==> config.mk <==
export PLATFORM = sky130hd
export DESIGN_NAME = frame_capture_sched
export DESIGN_NICKNAME = d
export VERILOG_FILES = /design/src/rtl/frame_capture_sched.sv
export SDC_FILE = /design/constraint.sdc
export NUM_CORES = 1
export LEC_CHECK = 0
export CORE_ASPECT_RATIO = 2
export CORE_MARGIN = 3
export CORE_UTILIZATION = 40
export CTS_CLUSTER_DIAMETER = 150
export CTS_CLUSTER_SIZE = 14
export DETAILED_ROUTE_END_ITERATION = 16
export PLACE_DENSITY_LB_ADDON = 0.05
export SKIP_CTS_REPAIR_TIMING = 1
export SLEW_MARGIN = 10
export SYNTH_ARGS = -nofsm -noshare
export SYNTH_HDL_FRONTEND = slang
export SYNTH_SLANG_ARGS = --single-unit
==> constraint.sdc <==
create_clock -name clk -period 5.5 [get_ports clk]
set_input_delay 0.55 -clock clk [delete_from_list [all_inputs] [get_ports clk]]
set_output_delay 0.55 -clock clk [all_outputs]
set_load 0.05 [all_outputs]
==> src/rtl/frame_capture_sched.sv <==
`default_nettype none
// ============================================================================
// frame_capture_sched: round-robin share of one frame-capture sink between
// NUM_SRC video sources; frame-aligned grant, settle-frame skip, stall timeout.
// Revision: 1.0
// ============================================================================
module frame_capture_sched #(
    parameter int NUM_SRC     = 3,
    parameter int DATA_WIDTH  = 24,
    parameter int SKIP_FRAMES = 1,
    parameter int TIMEOUT_CYC = 2**22
) (
    input  logic                          clk,
    input  logic                          rst_n,
    input  logic [NUM_SRC-1:0]            src_vsync,
    input  logic [NUM_SRC-1:0]            src_hsync,
    input  logic [NUM_SRC-1:0]            src_de,
    input  logic [NUM_SRC*DATA_WIDTH-1:0] src_data,
    input  logic [NUM_SRC-1:0]            req,
    output logic                          cap_vsync,
    output logic                          cap_hsync,
    output logic                          cap_de,
    output logic [DATA_WIDTH-1:0]         cap_data,
    output logic [$clog2(NUM_SRC)-1:0]    grant_idx,
    output logic                          busy,
    output logic                          done,
    output logic                          timeout,
    output logic [31:0]                   pix_cnt
);

    localparam int GW = $clog2(NUM_SRC);

    localparam logic [2:0] C_IDLE    = 3'd0;
    localparam logic [2:0] C_ARB     = 3'd1;
    localparam logic [2:0] C_SYNC    = 3'd2;
    localparam logic [2:0] C_CAPTURE = 3'd3;
    localparam logic [2:0] C_DONE    = 3'd4;

    logic [2:0]         r_state;
    logic [2:0]         w_state_nxt;
    logic [NUM_SRC-1:0] r_vsync_d1;
    logic [NUM_SRC-1:0] w_fe;
    logic [GW-1:0]      r_last_grant;
    logic [GW-1:0]      w_pick;
    logic [GW-1:0]      w_cand;
    logic               w_pick_vld;
    logic [31:0]        r_skip_cnt;
    logic [31:0]        r_tmo_cnt;
    logic [31:0]        r_pix_acc;
    logic               w_fe_g;
    logic               w_de_g;
    logic               w_tc;
    logic               w_waiting;

    assign w_fe      = r_vsync_d1 & ~src_vsync;
    assign w_fe_g    = w_fe[grant_idx];
    assign w_de_g    = src_de[grant_idx];
    assign w_tc      = (r_tmo_cnt == 32'(TIMEOUT_CYC - 1));
    assign w_waiting = (r_state == C_SYNC) || (r_state == C_CAPTURE);

    // Round-robin: scan upward from the source after the last one served.
    always_comb begin
        w_pick     = '0;
        w_cand     = '0;
        w_pick_vld = 1'b0;
        for (int k = 1; k <= NUM_SRC; k++) begin
            w_cand = GW'((int'(r_last_grant) + k) % NUM_SRC);
            if (!w_pick_vld && req[w_cand]) begin
                w_pick     = w_cand;
                w_pick_vld = 1'b1;
            end
        end
    end

    always_ff @(posedge clk or negedge rst_n) begin
        if (!rst_n) begin
            r_state <= C_IDLE;
        end else begin
            r_state <= w_state_nxt;
        end
    end

    always_comb begin
        w_state_nxt = r_state;
        case (r_state)
            C_IDLE:    if (|req) w_state_nxt = C_ARB;
            C_ARB:     w_state_nxt = w_pick_vld ? C_SYNC : C_IDLE;
            C_SYNC: begin
                if (w_fe_g) begin
                    if (r_skip_cnt == '0) w_state_nxt = C_CAPTURE;
                end else if (w_tc) begin
                    w_state_nxt = C_IDLE;
                end
            end
            C_CAPTURE: begin
                if (w_fe_g)    w_state_nxt = C_DONE;
                else if (w_tc) w_state_nxt = C_IDLE;
            end
            C_DONE:    w_state_nxt = C_IDLE;
            default:   w_state_nxt = C_IDLE;
        endcase
    end

    // A boundary on the terminal-count cycle takes priority over the timeout.
    always_comb begin
        done    = 1'b0;
        timeout = 1'b0;
        if (r_state == C_DONE) done = 1'b1;
        if (w_waiting && w_tc && !w_fe_g) timeout = 1'b1;
    end

    always_ff @(posedge clk or negedge rst_n) begin
        if (!rst_n) begin
            r_vsync_d1   <= '0;
            r_last_grant <= GW'(NUM_SRC - 1);
            grant_idx    <= '0;
            busy         <= 1'b0;
            r_skip_cnt   <= '0;
            r_tmo_cnt    <= '0;
            r_pix_acc    <= '0;
            pix_cnt      <= '0;
        end else begin
            r_vsync_d1 <= src_vsync;
            case (r_state)
                C_ARB: begin
                    if (w_pick_vld) begin
                        grant_idx  <= w_pick;
                        busy       <= 1'b1;
                        r_skip_cnt <= 32'(SKIP_FRAMES);
                        r_tmo_cnt  <= '0;
                    end
                end
                C_SYNC, C_CAPTURE: begin
                    if (r_state == C_CAPTURE) r_pix_acc <= r_pix_acc + 32'(w_de_g);
                    if (w_fe_g) begin
                        r_tmo_cnt <= '0;
                        if (r_state == C_SYNC) begin
                            if (r_skip_cnt == '0) r_pix_acc  <= '0;
                            else                  r_skip_cnt <= r_skip_cnt - 32'd1;
                        end
                    end else if (w_tc) begin
                        busy         <= 1'b0;
                        r_last_grant <= grant_idx;
                    end else begin
                        r_tmo_cnt <= r_tmo_cnt + 32'd1;
                    end
                end
                C_DONE: begin
                    pix_cnt      <= r_pix_acc;
                    r_last_grant <= grant_idx;
                    busy         <= 1'b0;
                end
                default: ;
            endcase
        end
    end

    // The closing boundary cycle is forwarded too, so the sink sees vsync fall.
    always_ff @(posedge clk or negedge rst_n) begin
        if (!rst_n) begin
            cap_vsync <= 1'b0;
            cap_hsync <= 1'b0;
            cap_de    <= 1'b0;
            cap_data  <= '0;
        end else if (r_state == C_CAPTURE) begin
            cap_vsync <= src_vsync[grant_idx];
            cap_hsync <= src_hsync[grant_idx];
            cap_de    <= w_de_g;
            cap_data  <= src_data[grant_idx*DATA_WIDTH +: DATA_WIDTH];
        end else begin
            cap_vsync <= 1'b0;
            cap_hsync <= 1'b0;
            cap_de    <= 1'b0;
            cap_data  <= '0;
        end
    end

endmodule
`default_nettype wire

==> impl_metrics.json <==
{
  "outcome": "finished, final reports clean",
  "cp_cell_sequence": "or4bb_1 > nand4_1 > nor2_1 > clkdlybuf4s50_1",
  "n_antenna_cell": 0,
  "clkPwrFrac_pct": 24.6,
  "die_area_um2": 23290,
  "synth_nets": 973,
  "multiInputGateArea_um2": 4151,
  "critPathBufInv": 1,
  "drc": 0,
  "fmax_mhz": 257.9,
  "path_max_fanout": 34,
  "hold_violations": 0,
  "vias_per_cell": 5.546,
  "grt_use_total_pct": 20.84,
  "antenna_found_initial": 0,
  "cp-start-kind": "register",
  "postSynthAreaPerCell_um2": 9.747,
  "synthTopCellsByArea": "dfrtp_1, nor2_1, mux2i_1",
  "finalSetupViolCount": 0,
  "syn_area_um2": 8558,
  "register_area_um2": 4156,
  "rsz0062_at_grt": "false",
  "timing.rr.end": "r_tmo_cnt[15]$_DFFE_PN0P_",
  "wl_met3_um": 694,
  "end_kind": "primary output",
  "start_util_pct": 40.71,
  "finalClockSkew_ps": 16.83,
  "firstDrtPassIters": 4,
  "switching_share_pct": 42.79,
  "grt_max_degree": 90,
  "numPortBuffers": 149,
  "synth_ff_type": "dfrtp_1",
  "fin_setup_tns_ps": 0,
  "yosysSeqAreaShare_pct": 48.55,
  "clockRootBuffer": "clkbuf_16",
  "crit_slowest_cell": "dfrtp_2",
  "dr_total_vias": 7166,
  "place.gp.congestion": 0.8003,
  "cts_sinks": 166,
  "period_needed_ps": 3877,
  "syn_inst": 878,
  "routed.top_layer": "met4",
  "min_period_over_period_pct": 70.49,
  "synth_top_area_share_pct": 48.25,
  "pin_count": 150,
  "ys_async_sr_fraction_pct": 100.0,
  "power_uw": 4935,
  "die_y_um": 212.9,
  "reg2regPathDepth": 7,
  "ant_nets": 0,
  "clockBufferDepth": 2,
  "maxSlewHeadroom_pct": 32.31,
  "area_growth_pct": 27.03,
  "final_nets": 1105,
  "rows": 75,
  "insertion_delay_ps": 430,
  "ctsHtreeMaxLevel": 4,
  "worst_ep_arrival_time_ps": 3330,
  "maxCapViolCount": 0,
  "synth_edf_count": 0,
  "wire_per_inst_um": 18.32,
  "yosys_warnings": 0,
  "p_int_uw": 2823,
  "ir_drop_uv": 274.1,
  "p_per_area_nw_per_um2": 453.9,
  "synth_cell_type_count": 62,
  "slew_viol_final": 0,
  "hold_ws_ps": 170.2,
  "cts_made_buffers": 17,
  "cts_tree": "done",
  "core-area_um2": 21020,
  "cp_slowest_stage_delay_ps": 950,
  "routed_wl_mm": 23.67,
  "grt_pass1_vias": 7147,
  "worst_pin_slew_ps": 1013,
  "cp.required_ps": 4950,
  "hold_path.class": "input port to async pin",
  "critPathKind": "register to primary output",
  "worst-r2r-setup-slack_ps": 2070,
  "path_delay_family": "simple AND/OR/NAND/NOR gates",
  "drive_above_1_share_pct": 9.580,
  "fillers": 1972,
  "first_iter_violations": 293,
  "p_seq_share_pct": 33.1,
  "clk_pin_slew_ps": 70,
  "synth_top_area_cell": "dfrtp_1",
  "combPwrFrac_pct": 42.4,
  "p_switching_uw": 2112,
  "power_leakage_uw": 0.004616,
  "grt_overflow": 0,
  "route.met2.wl_mm": 13.44,
  "synth_most_common_cell": "dfrtp_1",
  "netlist_top_cells_count": "dfrtp_1, nor2_1, a21oi_1, nand2_1, o31ai_1",
  "wl_met1_mm": 8.839,
  "fp.dieW_um": 109.4,
  "r2r-start": "grant_idx[1]$_DFFE_PN0P_",
  "ys_ff_latch": 166,
  "hpwl_mm": 17.22,
  "grt_pass1_wl_mm": 37.93
}
==> power groups by stage <==
| stage | Clock, uW | Combinational, uW | Sequential (uW) |
|---|---|---|---|
| 6_report | 1210 | 2090 | 1630 |
| 2_1_floorplan | 0 | 1240 | 1870 |
| 3_5_place_dp | 0 | 2110 | 1660 |
| 4_1_cts | 1250 | 2120 | 1640 |
| 5_1_grt | 1290 | 2300 | 1670 |
| 3_3_place_gp | 0 | 2100 | 1650 |
==> worst max-delay path by stage <==
| stage | from | endpoint | slack (ps) | cells after the start |
|---|---|---|---|---|
| floorplan | grant_idx[1]$_DFFE_PN0P_ | r_pix_acc[25]$_DFFE_PN0N_ | 2570 | 10 |
| global placement | src_vsync[0] | timeout | 2000 | 5 |
| detailed placement | src_vsync[2] | timeout | 1970 | 5 |
| CTS | grant_idx[1]$_DFFE_PN0P_ | timeout | 1550 | 4 |
| global route | grant_idx[1]$_DFFE_PN0P_ | timeout | 1470 | 4 |
| finish | grant_idx[1]$_DFFE_PN0P_ | timeout | 1620 | 4 |
==> per-layer routing <==
metal / vias to the layer above / global-route usage (%)
met1: 3531 / 23.07
met5: - / 0
met3: 39 / 2.844
met2: 132 / 39.00
met4: 0 / 8.567
li1: 3464 / -
==> registers in the layout, indices dropped and copies added (netlist names) <==
register      count
r_skip_cnt       32
cap_vsync         1
grant_idx         2
r_last_grant      2
cap_data         24
busy              1
cap_de            1
cap_hsync         1
pix_cnt          32
r_vsync_d1        3
r_state           3
r_pix_acc        32
r_tmo_cnt        32
==> cell families (layout without fill, tap and decap cells) <==
logic type      Yosys count  in the layout  share of synthesized area [%]
buf+inv                  61            206                          3.099
compound gates          166            166                          12.30
fa+ha+maj                 9              9                          1.316
flops                   166            166                          48.55
xor+xnor                 28             28                          2.866
mux                      72             72                          8.889
simple gates            376            376                          22.98
==> layout make-up <==
cell class                 count  share of cell area [%]
clock inverter                13                   1.347
sequential                   166                   38.23
timing repair buffer         160                   14.49
inverter                      14                  0.4834
tap                          269                   3.096
multi-input combinational    651                   38.19
clock buffer                  19                   4.166
==> layout by cell type (no fill, tap or decap), types with 19 or more instances in the layout <==
cell type        synthesis  layout
nor2_1                 113     112
and3_1                  19      19
nand2_1                 60      59
mux2i_1                 40      40
dfrtp_1                165     164
mux2_2                  32      32
a21oi_1                 60      60
nand3_1                 41      41
or4_1                   28      28
o21ai_0                 27      27
o31ai_1                 42      42
clkdlybuf4s50_1          0     148
==> stage by stage <==
step           util, %  area [um^2]  setup WS (ps)  cells
6_report         51.72        10870           1623   1292
5_1_grt          51.72        10870           1467   1292
4_1_cts          51.69        10870           1547   1292
3_5_place_dp     48.84        10270           1972   1260
3_3_place_gp     48.84        10270           2003   1260
2_1_floorplan        -         8558           2565    878
No activity file was read; power rests on OpenSTA's default activity.
